$ cat config.mk
export PLATFORM = sky130hd
export DESIGN_NAME = stage_id_flat
export DESIGN_NICKNAME = d
export VERILOG_FILES = /design/src/rtl/stage_id_if.sv /design/src/rtl/stage_id.sv /design/src/flat_wrapper.sv
export SDC_FILE = /design/constraint.sdc
export NUM_CORES = 2
export LEC_CHECK = 0
export CORE_UTILIZATION = 25
export DETAILED_ROUTE_END_ITERATION = 16
export HOLD_SLACK_MARGIN = 0.03
export PLACE_DENSITY = 0.44
export SLEW_MARGIN = 20
export SYNTH_ARGS = -nofsm -noshare
export SYNTH_HDL_FRONTEND = slang
export SYNTH_SLANG_ARGS = --single-unit
$ cat constraint.sdc
create_clock -name clk_i -period 4.7 [get_ports clk_i]
set_input_delay 0.47 -clock clk_i [delete_from_list [all_inputs] [get_ports clk_i]]
set_output_delay 0.47 -clock clk_i [all_outputs]
set_load 0.01 [all_outputs]
$ cat src/rtl/stage_id_if.sv
// Fetch/writeback inputs and ID/EX outputs of the decode stage.
interface stage_id_if;
  logic [31:0] instruction_i;
  logic [31:0] pc_i;
  logic        valid_i;
  logic        stall_i;
  logic        flush_i;
  logic        wb_we_i;
  logic [4:0]  wb_rd_addr_i;
  logic [31:0] wb_rd_data_i;

  logic [31:0] instruction_o;
  logic [31:0] pc_o;
  logic        valid_o;
  logic [4:0]  rs1_addr_o;
  logic [4:0]  rs2_addr_o;
  logic [4:0]  rd_addr_o;
  logic [31:0] rs1_data_o;
  logic [31:0] rs2_data_o;
  logic [31:0] imm_o;
  logic [2:0]  funct3_o;
  logic        rd_we_o;
  logic        mem_re_o;
  logic        mem_we_o;
  logic        branch_o;
  logic        jump_o;
  logic        illegal_o;

  modport master (
    output instruction_i, pc_i, valid_i,
    output stall_i, flush_i,
    output wb_we_i, wb_rd_addr_i, wb_rd_data_i,
    input  instruction_o, pc_o, valid_o,
    input  rs1_addr_o, rs2_addr_o, rd_addr_o,
    input  rs1_data_o, rs2_data_o, imm_o,
    input  funct3_o, rd_we_o, mem_re_o,
    input  mem_we_o, branch_o, jump_o,
    input  illegal_o
  );

  modport slave (
    input  instruction_i, pc_i, valid_i,
    input  stall_i, flush_i,
    input  wb_we_i, wb_rd_addr_i, wb_rd_data_i,
    output instruction_o, pc_o, valid_o,
    output rs1_addr_o, rs2_addr_o, rd_addr_o,
    output rs1_data_o, rs2_data_o, imm_o,
    output funct3_o, rd_we_o, mem_re_o,
    output mem_we_o, branch_o, jump_o,
    output illegal_o
  );
endinterface

$ cat src/rtl/stage_id.sv
// RV32I decode stage: field decode, immediates, regfile, ID/EX register.
module stage_id #(
  parameter logic [31:0] NOP_INSN = 32'h00000013
) (
  input logic       clk_i,
  input logic       rst_i,
  stage_id_if.slave bus
);

  typedef struct packed {
    logic [31:0] instruction;
    logic [31:0] pc;
    logic        valid;
    logic [4:0]  rs1_addr;
    logic [4:0]  rs2_addr;
    logic [4:0]  rd_addr;
    logic [31:0] rs1_data;
    logic [31:0] rs2_data;
    logic [31:0] imm;
    logic [2:0]  funct3;
    logic        rd_we;
    logic        mem_re;
    logic        mem_we;
    logic        branch;
    logic        jump;
    logic        illegal;
  } id_ex_t;

  localparam logic [6:0] OPC_LOAD   = 7'b0000011;
  localparam logic [6:0] OPC_MISC   = 7'b0001111;
  localparam logic [6:0] OPC_OPIMM  = 7'b0010011;
  localparam logic [6:0] OPC_AUIPC  = 7'b0010111;
  localparam logic [6:0] OPC_STORE  = 7'b0100011;
  localparam logic [6:0] OPC_OP     = 7'b0110011;
  localparam logic [6:0] OPC_LUI    = 7'b0110111;
  localparam logic [6:0] OPC_BRANCH = 7'b1100011;
  localparam logic [6:0] OPC_JALR   = 7'b1100111;
  localparam logic [6:0] OPC_JAL    = 7'b1101111;
  localparam logic [6:0] OPC_SYSTEM = 7'b1110011;

  logic [31:0] regs [32];
  logic [31:0] ins;
  logic [6:0]  opc;
  logic [2:0]  f3;
  logic [6:0]  f7;
  logic [4:0]  rs1, rs2, rd;

  assign ins = bus.instruction_i;
  assign opc = ins[6:0];
  assign f3  = ins[14:12];
  assign f7  = ins[31:25];
  assign rs1 = ins[19:15];
  assign rs2 = ins[24:20];
  assign rd  = ins[11:7];

  logic is_load, is_misc, is_opimm, is_auipc;
  logic is_store, is_op, is_lui, is_branch;
  logic is_jalr, is_jal, is_system, known;

  assign is_load   = opc == OPC_LOAD;
  assign is_misc   = opc == OPC_MISC;
  assign is_opimm  = opc == OPC_OPIMM;
  assign is_auipc  = opc == OPC_AUIPC;
  assign is_store  = opc == OPC_STORE;
  assign is_op     = opc == OPC_OP;
  assign is_lui    = opc == OPC_LUI;
  assign is_branch = opc == OPC_BRANCH;
  assign is_jalr   = opc == OPC_JALR;
  assign is_jal    = opc == OPC_JAL;
  assign is_system = opc == OPC_SYSTEM;

  assign known = is_load | is_misc | is_opimm
               | is_auipc | is_store | is_op
               | is_lui | is_branch | is_jalr
               | is_jal | is_system;

  logic is_itype, is_utype;
  assign is_itype = is_load | is_opimm
                  | is_jalr | is_system;
  assign is_utype = is_lui | is_auipc;

  logic illegal;
  always_comb begin
    illegal = 1'b0;
    unique case (1'b1)
      is_jalr:   illegal = f3 != 3'd0;
      is_branch: illegal = f3[2:1] == 2'b01;
      is_load:   illegal = (f3 == 3'd3)
                         | (f3[2:1] == 2'b11);
      is_store:  illegal = f3 > 3'd2;
      is_op:     illegal = !((f7 == 7'h00)
                   | ((f7 == 7'h20)
                   & ((f3 == 3'd0) | (f3 == 3'd5))));
      default:   illegal = !known;
    endcase
  end

  logic [31:0] imm;
  logic [19:0] sx;
  assign sx = {20{ins[31]}};

  always_comb begin
    imm = '0;
    unique case (1'b1)
      is_itype:  imm = {sx, ins[31:20]};
      is_store:  imm = {sx, ins[31:25], ins[11:7]};
      is_branch: imm = {sx[18:0], ins[31], ins[7],
                        ins[30:25], ins[11:8], 1'b0};
      is_utype:  imm = {ins[31:12], 12'h000};
      is_jal:    imm = {sx[10:0], ins[31],
                        ins[19:12], ins[20],
                        ins[30:21], 1'b0};
      default:   imm = '0;
    endcase
  end

  logic wb_hit;
  assign wb_hit = bus.wb_we_i
                & (bus.wb_rd_addr_i != 5'd0);

  // Same-cycle writeback wins over the array.
  logic [31:0] rs1_val, rs2_val;
  always_comb begin
    rs1_val = regs[rs1];
    rs2_val = regs[rs2];
    if (wb_hit && bus.wb_rd_addr_i == rs1)
      rs1_val = bus.wb_rd_data_i;
    if (wb_hit && bus.wb_rd_addr_i == rs2)
      rs2_val = bus.wb_rd_data_i;
    if (rs1 == 5'd0) rs1_val = '0;
    if (rs2 == 5'd0) rs2_val = '0;
  end

  logic rd_we_raw;
  assign rd_we_raw = is_lui | is_auipc | is_jal
                   | is_jalr | is_load | is_opimm
                   | is_op
                   | (is_system & (f3 != 3'd0));

  id_ex_t d, q, bubble;

  always_comb begin
    bubble = '0;
    bubble.instruction = NOP_INSN;
  end

  always_comb begin
    d             = '0;
    d.instruction = ins;
    d.pc          = bus.pc_i;
    d.valid       = 1'b1;
    d.rs1_addr    = rs1;
    d.rs2_addr    = rs2;
    d.rd_addr     = rd;
    d.rs1_data    = rs1_val;
    d.rs2_data    = rs2_val;
    d.imm         = imm;
    d.funct3      = f3;
    d.illegal     = illegal;
    d.rd_we       = !illegal & rd_we_raw
                  & (rd != 5'd0);
    d.mem_re      = !illegal & is_load;
    d.mem_we      = !illegal & is_store;
    d.branch      = !illegal & is_branch;
    d.jump        = !illegal & (is_jal | is_jalr);
  end

  always_ff @(posedge clk_i) begin
    if (wb_hit)
      regs[bus.wb_rd_addr_i] <= bus.wb_rd_data_i;
  end

  // A held slot keeps tracking writebacks to its operands.
  always_ff @(posedge clk_i or posedge rst_i) begin
    if (rst_i) begin
      q <= bubble;
    end else if (bus.flush_i) begin
      q <= bubble;
    end else if (bus.stall_i) begin
      if (wb_hit && bus.wb_rd_addr_i == q.rs1_addr)
        q.rs1_data <= bus.wb_rd_data_i;
      if (wb_hit && bus.wb_rd_addr_i == q.rs2_addr)
        q.rs2_data <= bus.wb_rd_data_i;
    end else if (!bus.valid_i) begin
      q <= bubble;
    end else begin
      q <= d;
    end
  end

  assign bus.instruction_o = q.instruction;
  assign bus.pc_o          = q.pc;
  assign bus.valid_o       = q.valid;
  assign bus.rs1_addr_o    = q.rs1_addr;
  assign bus.rs2_addr_o    = q.rs2_addr;
  assign bus.rd_addr_o     = q.rd_addr;
  assign bus.rs1_data_o    = q.rs1_data;
  assign bus.rs2_data_o    = q.rs2_data;
  assign bus.imm_o         = q.imm;
  assign bus.funct3_o      = q.funct3;
  assign bus.rd_we_o       = q.rd_we;
  assign bus.mem_re_o      = q.mem_re;
  assign bus.mem_we_o      = q.mem_we;
  assign bus.branch_o      = q.branch;
  assign bus.jump_o        = q.jump;
  assign bus.illegal_o     = q.illegal;

endmodule

$ cat src/flat_wrapper.sv
// flat-port wrapper written by rule: the top's interface ports become plain ports
module stage_id_flat 
#(
  parameter logic [31:0] NOP_INSN = 32'h00000013
)
  (clk_i, rst_i, bus_instruction_i, bus_pc_i, bus_valid_i, bus_stall_i, bus_flush_i, bus_wb_we_i, bus_wb_rd_addr_i, bus_wb_rd_data_i, bus_instruction_o, bus_pc_o, bus_valid_o, bus_rs1_addr_o, bus_rs2_addr_o, bus_rd_addr_o, bus_rs1_data_o, bus_rs2_data_o, bus_imm_o, bus_funct3_o, bus_rd_we_o, bus_mem_re_o, bus_mem_we_o, bus_branch_o, bus_jump_o, bus_illegal_o);
  stage_id_if bus_i ();
  input logic clk_i;
  input logic rst_i;
  input wire logic [$bits(bus_i.instruction_i)-1:0] bus_instruction_i;
  input wire logic [$bits(bus_i.pc_i)-1:0] bus_pc_i;
  input wire logic [$bits(bus_i.valid_i)-1:0] bus_valid_i;
  input wire logic [$bits(bus_i.stall_i)-1:0] bus_stall_i;
  input wire logic [$bits(bus_i.flush_i)-1:0] bus_flush_i;
  input wire logic [$bits(bus_i.wb_we_i)-1:0] bus_wb_we_i;
  input wire logic [$bits(bus_i.wb_rd_addr_i)-1:0] bus_wb_rd_addr_i;
  input wire logic [$bits(bus_i.wb_rd_data_i)-1:0] bus_wb_rd_data_i;
  output wire logic [$bits(bus_i.instruction_o)-1:0] bus_instruction_o;
  output wire logic [$bits(bus_i.pc_o)-1:0] bus_pc_o;
  output wire logic [$bits(bus_i.valid_o)-1:0] bus_valid_o;
  output wire logic [$bits(bus_i.rs1_addr_o)-1:0] bus_rs1_addr_o;
  output wire logic [$bits(bus_i.rs2_addr_o)-1:0] bus_rs2_addr_o;
  output wire logic [$bits(bus_i.rd_addr_o)-1:0] bus_rd_addr_o;
  output wire logic [$bits(bus_i.rs1_data_o)-1:0] bus_rs1_data_o;
  output wire logic [$bits(bus_i.rs2_data_o)-1:0] bus_rs2_data_o;
  output wire logic [$bits(bus_i.imm_o)-1:0] bus_imm_o;
  output wire logic [$bits(bus_i.funct3_o)-1:0] bus_funct3_o;
  output wire logic [$bits(bus_i.rd_we_o)-1:0] bus_rd_we_o;
  output wire logic [$bits(bus_i.mem_re_o)-1:0] bus_mem_re_o;
  output wire logic [$bits(bus_i.mem_we_o)-1:0] bus_mem_we_o;
  output wire logic [$bits(bus_i.branch_o)-1:0] bus_branch_o;
  output wire logic [$bits(bus_i.jump_o)-1:0] bus_jump_o;
  output wire logic [$bits(bus_i.illegal_o)-1:0] bus_illegal_o;
  assign bus_i.instruction_i = bus_instruction_i;
  assign bus_i.pc_i = bus_pc_i;
  assign bus_i.valid_i = bus_valid_i;
  assign bus_i.stall_i = bus_stall_i;
  assign bus_i.flush_i = bus_flush_i;
  assign bus_i.wb_we_i = bus_wb_we_i;
  assign bus_i.wb_rd_addr_i = bus_wb_rd_addr_i;
  assign bus_i.wb_rd_data_i = bus_wb_rd_data_i;
  assign bus_instruction_o = bus_i.instruction_o;
  assign bus_pc_o = bus_i.pc_o;
  assign bus_valid_o = bus_i.valid_o;
  assign bus_rs1_addr_o = bus_i.rs1_addr_o;
  assign bus_rs2_addr_o = bus_i.rs2_addr_o;
  assign bus_rd_addr_o = bus_i.rd_addr_o;
  assign bus_rs1_data_o = bus_i.rs1_data_o;
  assign bus_rs2_data_o = bus_i.rs2_data_o;
  assign bus_imm_o = bus_i.imm_o;
  assign bus_funct3_o = bus_i.funct3_o;
  assign bus_rd_we_o = bus_i.rd_we_o;
  assign bus_mem_re_o = bus_i.mem_re_o;
  assign bus_mem_we_o = bus_i.mem_we_o;
  assign bus_branch_o = bus_i.branch_o;
  assign bus_jump_o = bus_i.jump_o;
  assign bus_illegal_o = bus_i.illegal_o;
  stage_id #(.NOP_INSN(NOP_INSN)) u_core (.clk_i(clk_i), .rst_i(rst_i), .bus(bus_i));
endmodule
======== Yosys cells after proc, flatten, opt, wreduce, memory -nomap -nowiden ========
Memories as Yosys holds them, arrays and structs flattened.
Cells that the tools add are included.
storage, ports and cells
  bits in registers ....................... 185
  bits in writable memories ............... 1024
  input bits .............................. 107
  output and inout bits ................... 185
  logic and storage cells ................. 103
  memories ................................ 1
memories
  name         words  width  rd ports  clocked after memory_dff  wr ports  RTL line        source
  u_core.regs  32     32     2         0                         1         stage_id.sv:41  logic [31:0] regs [32];
operators by class
  order comparisons ....................... 1
  eq/ne operators ......................... 23
  muxes and demuxes ....................... 15
  bitwise logic cells ..................... 33
  reductions and logical operators ........ 14
operators with widths
  operator                                                                 number
  185-bit 2-to-1 mux                                                       2
  32-bit 2-to-1 mux                                                        6
  32-bit case mux with 5 select lines                                      1
  80-bit 2-to-1 mux                                                        1
  64-bit 2-to-1 mux                                                        1
  41-bit 2-to-1 mux                                                        1
  7-bit by 6-bit equality test with 1-bit output, second input constant    4
  7-bit equality test, second input constant                               4
  1-bit bitwise OR                                                         24
  5-bit equality test                                                      4
  7-bit by 5-bit equality test with 1-bit output, second input constant    2
  5-bit zero test                                                          2
  5-bit nonzero test                                                       2
  1-bit AND                                                                9
  7-bit by 2-bit equality test with 1-bit output, second input constant    1
  7-bit by 4-bit equality test with 1-bit output, second input constant    1
  7-bit zero test                                                          1
  3-bit by 1-bit inequality test with 1-bit output, second input constant  2
  1-bit case mux with 5 select lines                                       1
  1-bit logical AND                                                        4
  3-bit by 2-bit equality test with 1-bit output, second input constant    1
  3-bit equality test, second input constant                               1
  3-bit by 2-bit > comparator with 1-bit output, second input constant     1
  1-bit zero test                                                          3
  6 further kinds                                                          7

======== Logic depth before layout (Yosys ltp) ========
  word-level depth ........................ 19
  mapped depth ............................ 11
  depth with buffers taken out ............ 6

======== Worst setup path after synthesis ========
OpenSTA, ideal clock, no wires.
  kind .................................... input to register
  start point ............................. input bus_wb_rd_addr_i[1]
  end point ............................... memory u_core.regs[28][0] (enable)
  library setup time ...................... 0.421 ns
  arrival time ............................ 2.644 ns
  data required time ...................... 4.279 ns
  path slack .............................. 1.635 ns
  stages .................................. 5
  buffers on the path ..................... 2
  cells stage by stage .................... buf_2 -> o31ai_4 -> or3_1 -> clkbuf_1 -> nor2_1
between the ends
  cells in the longest elaborated chain, start to end .. 4
RTL lines
  what                                    RTL line            source
  start, declared                         flat_wrapper.sv:16  input wire logic [$bits(bus_i.wb_rd_addr_i)-1:0] bus_wb_rd_addr_i;
  5-bit nonzero test                      stage_id.sv:119     & (bus.wb_rd_addr_i != 5'd0);
  1-bit AND                               stage_id.sv:119
  1-bit 2-to-1 mux                        stage_id.sv:169     if (wb_hit)
  1-bit 2-to-1 mux (not written as such)  stage_id.sv:170     regs[bus.wb_rd_addr_i] <= bus.wb_rd_data_i;
  end, declared                           stage_id.sv:41
Parallel ways exist; a longest one is shown, timed or not.

======== Worst setup path after layout ========
  start point ............................. input bus_wb_rd_addr_i[3]
  end point ............................... register u_core.q (netlist bit u_core.bus.rs1_data_o[1])
between the ends
  cells in the longest elaborated chain, start to end .. 8
  elaborated cells between the ends (all ways) .. 12
  classes of those cells .................. 3 x eq/ne; 5 x mux; 1 x bitwise; 3 x reduce/logical
RTL lines
  what                  RTL line         source
  5-bit nonzero test    stage_id.sv:119
  1-bit AND             stage_id.sv:119
  1-bit logical AND     stage_id.sv:126  if (wb_hit && bus.wb_rd_addr_i == rs1)
  32-bit 2-to-1 mux     stage_id.sv:126
  32-bit 2-to-1 mux     stage_id.sv:130  if (rs1 == 5'd0) rs1_val = '0;
  185-bit 2-to-1 mux    stage_id.sv:184  end else if (!bus.valid_i) begin
  64-bit 2-to-1 mux     stage_id.sv:179  end else if (bus.stall_i) begin
  185-bit 2-to-1 mux    stage_id.sv:177  end else if (bus.flush_i) begin
  end signal, assigned  stage_id.sv:176  q <= bubble;
  end signal, assigned  stage_id.sv:178  q <= bubble;
  end signal, assigned  stage_id.sv:185  q <= bubble;
  end, declared         stage_id.sv:140  id_ex_t d, q, bubble;
Parallel ways exist; a longest one is shown, timed or not.
A chain may end at the register's enable or synchronous reset.

==> out/metrics.yaml <==
outcome: "complete, no violations"
critical_path.top_delay_family: "simple AND/OR/NAND/NOR gates"
synth-async-reset-ratio: 0.1402
port_buffers: 291
htreeDepth: 4
period_needed_ns: 3.298
globalplace.congestion: 0.7560
whs_path_depth: 3
relSlewSlack: 0.1951
cts_root_buf: "clkbuf_16"
first_iter_violations: 2961
path_buf_inv: 2
routed_wl_um: 186700
fmax_mhz: 303.3
via_per_inst: 5.096
grt_usage: 0.1661
grt-ovfl-total: 0
grt_max_degree: 119
power-per-cell-area_mw_per_mm2: 376.5
setup_viol: 0
layout_commonest_cell: "edfxtp_1"
rows: 171
synthFlopType: "edfxtp_1"
reg2reg_depth: 7
synth-seq-cells: 1191
ys.warnings.count: 0
layout_common_cells: "edfxtp_1 (1024), mux4_2 (482), clkdlybuf4s50_1 (272), mux2i_1 (209), dfrtp_1 (164)"
die_area_mm2: 0.2218
insertion_delay_ns: 0.78
routedWlPerCell_um: 29.80
critical_path.cell_chain: "clkdlybuf4s50_1, or3_4, o31ai_4, or4_1, nand3_2, buf_4, a2111oi_1, a221o_1"
hold_path.class: "input port to flip-flop"
critPathMaxStageDelay_ns: 0.71
reg2reg_from: "u_core.bus.instruction_o[24]"
ys_seq_area_frac: 0.6354
cts_resized: 0
initial_core_util: 0.2524
antenna_found_initial: 8
drive_gt1_frac: 0.2894
vias: 31930
maxCapViolations: 0
clkTransAtPathRegs_ns: 0.06
synth.avg_cell_area_um2: 18.76
grt_pass1_wl_um: 260200
holdCritStartpoint: "bus_instruction_i[23]"
fillerInstances: 21260
grt_setup_unrepaired: "false"
whs_endpoint: "u_core.bus.imm_o[23]"
cp.depth: 8
synth_edf_count: 1024
clock-sinks: 1191
critical_path_required_ns: 5.41
reg2reg_slack_ns: 2.27
worstMarginPinSlew_ns: 1.207
cts_buffers: 141
grt_pass1_vias: 32800
setup_tns_ns: 0
finClkSkew_ns: 0.02641
path_max_fanout: 12
peakVddDrop_v: 0.0003001
p_leak_nw: 21.65
area_growth_pct: 20.94
drt-pass1-iter-count: 6
min_period_over_period: 0.7016
syn_inst: 2931
hold_violations: 0
final_nets: 3397
r2r-end: "u_core.bus.rs2_data_o[26]"
ctsHoldBuffers: 1
endpoint_kind: "flip-flop"
dp_hpwl_um: 111600
critPathLaunchType: "input port"
power_mw: 25.03
crit_path_top_delay_cell: "clkdlybuf4s50_1"
drcViolationCount: 0
ios: 292
arrival_ns: 4.01
syn-cell-area_mm2: 0.05497
post-cts-setup-buffer-count: 0
die_y_um: 470.9
cts_tree: "yes"
ant_nets: 0
cts.path.max_buffers: 3
yosys.cell_types.count: 68
die_w_um: 470.9
core_area_mm2: 0.2178
crit_type: "input port to flip-flop"
final_max_slew_viol_count: 0
-- cell usage after synthesis (5+ instances only) --
| library cell | number | area (um^2) |
|---|---|---|
| buf_4 | 45 | 337.8 |
| nor4_1 | 10 | 62.56 |
| xnor2_1 | 12 | 105.1 |
| o32ai_1 | 9 | 78.83 |
| xor2_1 | 10 | 87.58 |
| o21ai_0 | 49 | 245.2 |
| a22o_1 | 64 | 560.5 |
| nand3_1 | 14 | 70.07 |
| a2111oi_1 | 9 | 90.09 |
| edfxtp_1 | 1024 | 30750 |
| buf_1 | 8 | 30.03 |
| a21oi_1 | 33 | 165.2 |
| buf_2 | 79 | 395.4 |
| a31oi_1 | 7 | 43.79 |
| mux4_2 | 482 | 10860 |
| a2111oi_2 | 11 | 165.2 |
| a2111oi_0 | 13 | 113.9 |
| nand2_1 | 90 | 337.8 |
| nor2_1 | 60 | 225.2 |
| or2_2 | 7 | 43.79 |
| buf_6 | 23 | 259.0 |
| nand2b_1 | 7 | 43.79 |
| mux2_2 | 67 | 754.5 |
| a221oi_1 | 26 | 227.7 |
| dfrtp_1 | 164 | 4104 |
| nor3_1 | 9 | 45.04 |
| inv_1 | 5 | 18.77 |
| a221o_1 | 45 | 450.4 |
| nor2b_1 | 42 | 262.8 |
| mux2i_1 | 209 | 2092 |
| clkbuf_1 | 96 | 360.4 |
| a22oi_1 | 52 | 390.4 |
| nand3b_1 | 5 | 37.54 |
| a211oi_1 | 39 | 292.8 |
| o22ai_1 | 45 | 281.5 |
-- routing by layer --
metal / global-route usage / share of wire
met4: 0.04566 / 0.024
met2: 0.2662 / 0.47
met1: 0.2278 / 0.44
met3: 0.03248 / 0.060
met5: 0 / 0
-- tightest hold or removal path: cells and delay by family --
| kind | cells | cell delay, ns |
|---|---|---|
| AOI/OAI and AO/OA | 2 | 0.22 |
| buffers and inverters | 1 | 0.20 |
-- registers in the layout, indices dropped and copies added, names as in the netlist --
register / cells
u_core.bus.valid_o: 1
u_core.bus.rd_addr_o: 4
u_core.bus.mem_re_o: 1
u_core.bus.illegal_o: 1
u_core.bus.imm_o: 32
u_core.bus.rs2_addr_o: 4
u_core.regs: 1024
u_core.bus.funct3_o: 2
u_core.bus.rd_we_o: 1
u_core.bus.pc_o: 32
u_core.bus.branch_o: 1
u_core.bus.rs1_data_o: 32
u_core.bus.mem_we_o: 1
u_core.bus.jump_o: 1
u_core.bus.rs2_data_o: 32
u_core.bus.instruction_o: 18
u_core.bus.rs1_addr_o: 4
-- power by group --
group | total [mW] | switching [mW] | leakage (nW) | internal [mW]
Clock | 11.1 | 4.52 | 2.26 | 6.54
Combinational | 2.17 | 1.24 | 7.86 | 0.932
Sequential | 11.8 | 0.124 | 11.5 | 11.7
Total | 25.0 | 5.88 | 21.7 | 19.2
-- per-stage QoR --
stage               area [um^2]  instances  setup slack, ns  hold slack (ns)    util
floorplan                 55090       2962            1.635           0.5152       -
global placement          61870       6000           0.8212           0.4636  0.2841
detailed placement        61870       6000           0.6612           0.4727  0.2841
CTS                       66530       6261            1.484           0.1074  0.3055
global route              66480       6263            1.287           0.1307  0.3052
finish                    66490       6266            1.403           0.1771  0.3053
-- layout make-up --
cell class                 instances  area [um^2]  area share
timing repair buffer             438         4245     0.06385
clock inverter                    45        550.5    0.008280
inverter                           6        26.28   0.0003952
multi-input combinational       1512        19050      0.2865
sequential                      1191        34930      0.5254
antenna                            5        12.51   0.0001882
clock buffer                     215         4103     0.06171
tap                             2854         3571     0.05371
-- worst max path at each step --
stage	to	slack (ns)	startpoint
after global placement	u_core.bus.rs1_data_o[6]	0.82	bus_wb_rd_addr_i[3]
after CTS	u_core.bus.rs1_data_o[1]	1.48	bus_wb_rd_addr_i[3]
after detailed placement	u_core.bus.rs1_data_o[1]	0.66	bus_wb_rd_addr_i[3]
after global routing	u_core.bus.rs1_data_o[1]	1.29	bus_wb_rd_addr_i[3]
final	u_core.bus.rs1_data_o[1]	1.40	bus_wb_rd_addr_i[3]
after floorplan	u_core.regs[28][0]	1.63	bus_wb_rd_addr_i[1]
-- cells by family after synthesis --
family / synth area share
mux: 0.2492
compound gates: 0.06136
xor+xnor: 0.003505
simple gates: 0.02426
flops: 0.6354
other cells: 0.00006822
buf+inv: 0.02611
No activity file was read; power rests on OpenSTA's default activity.
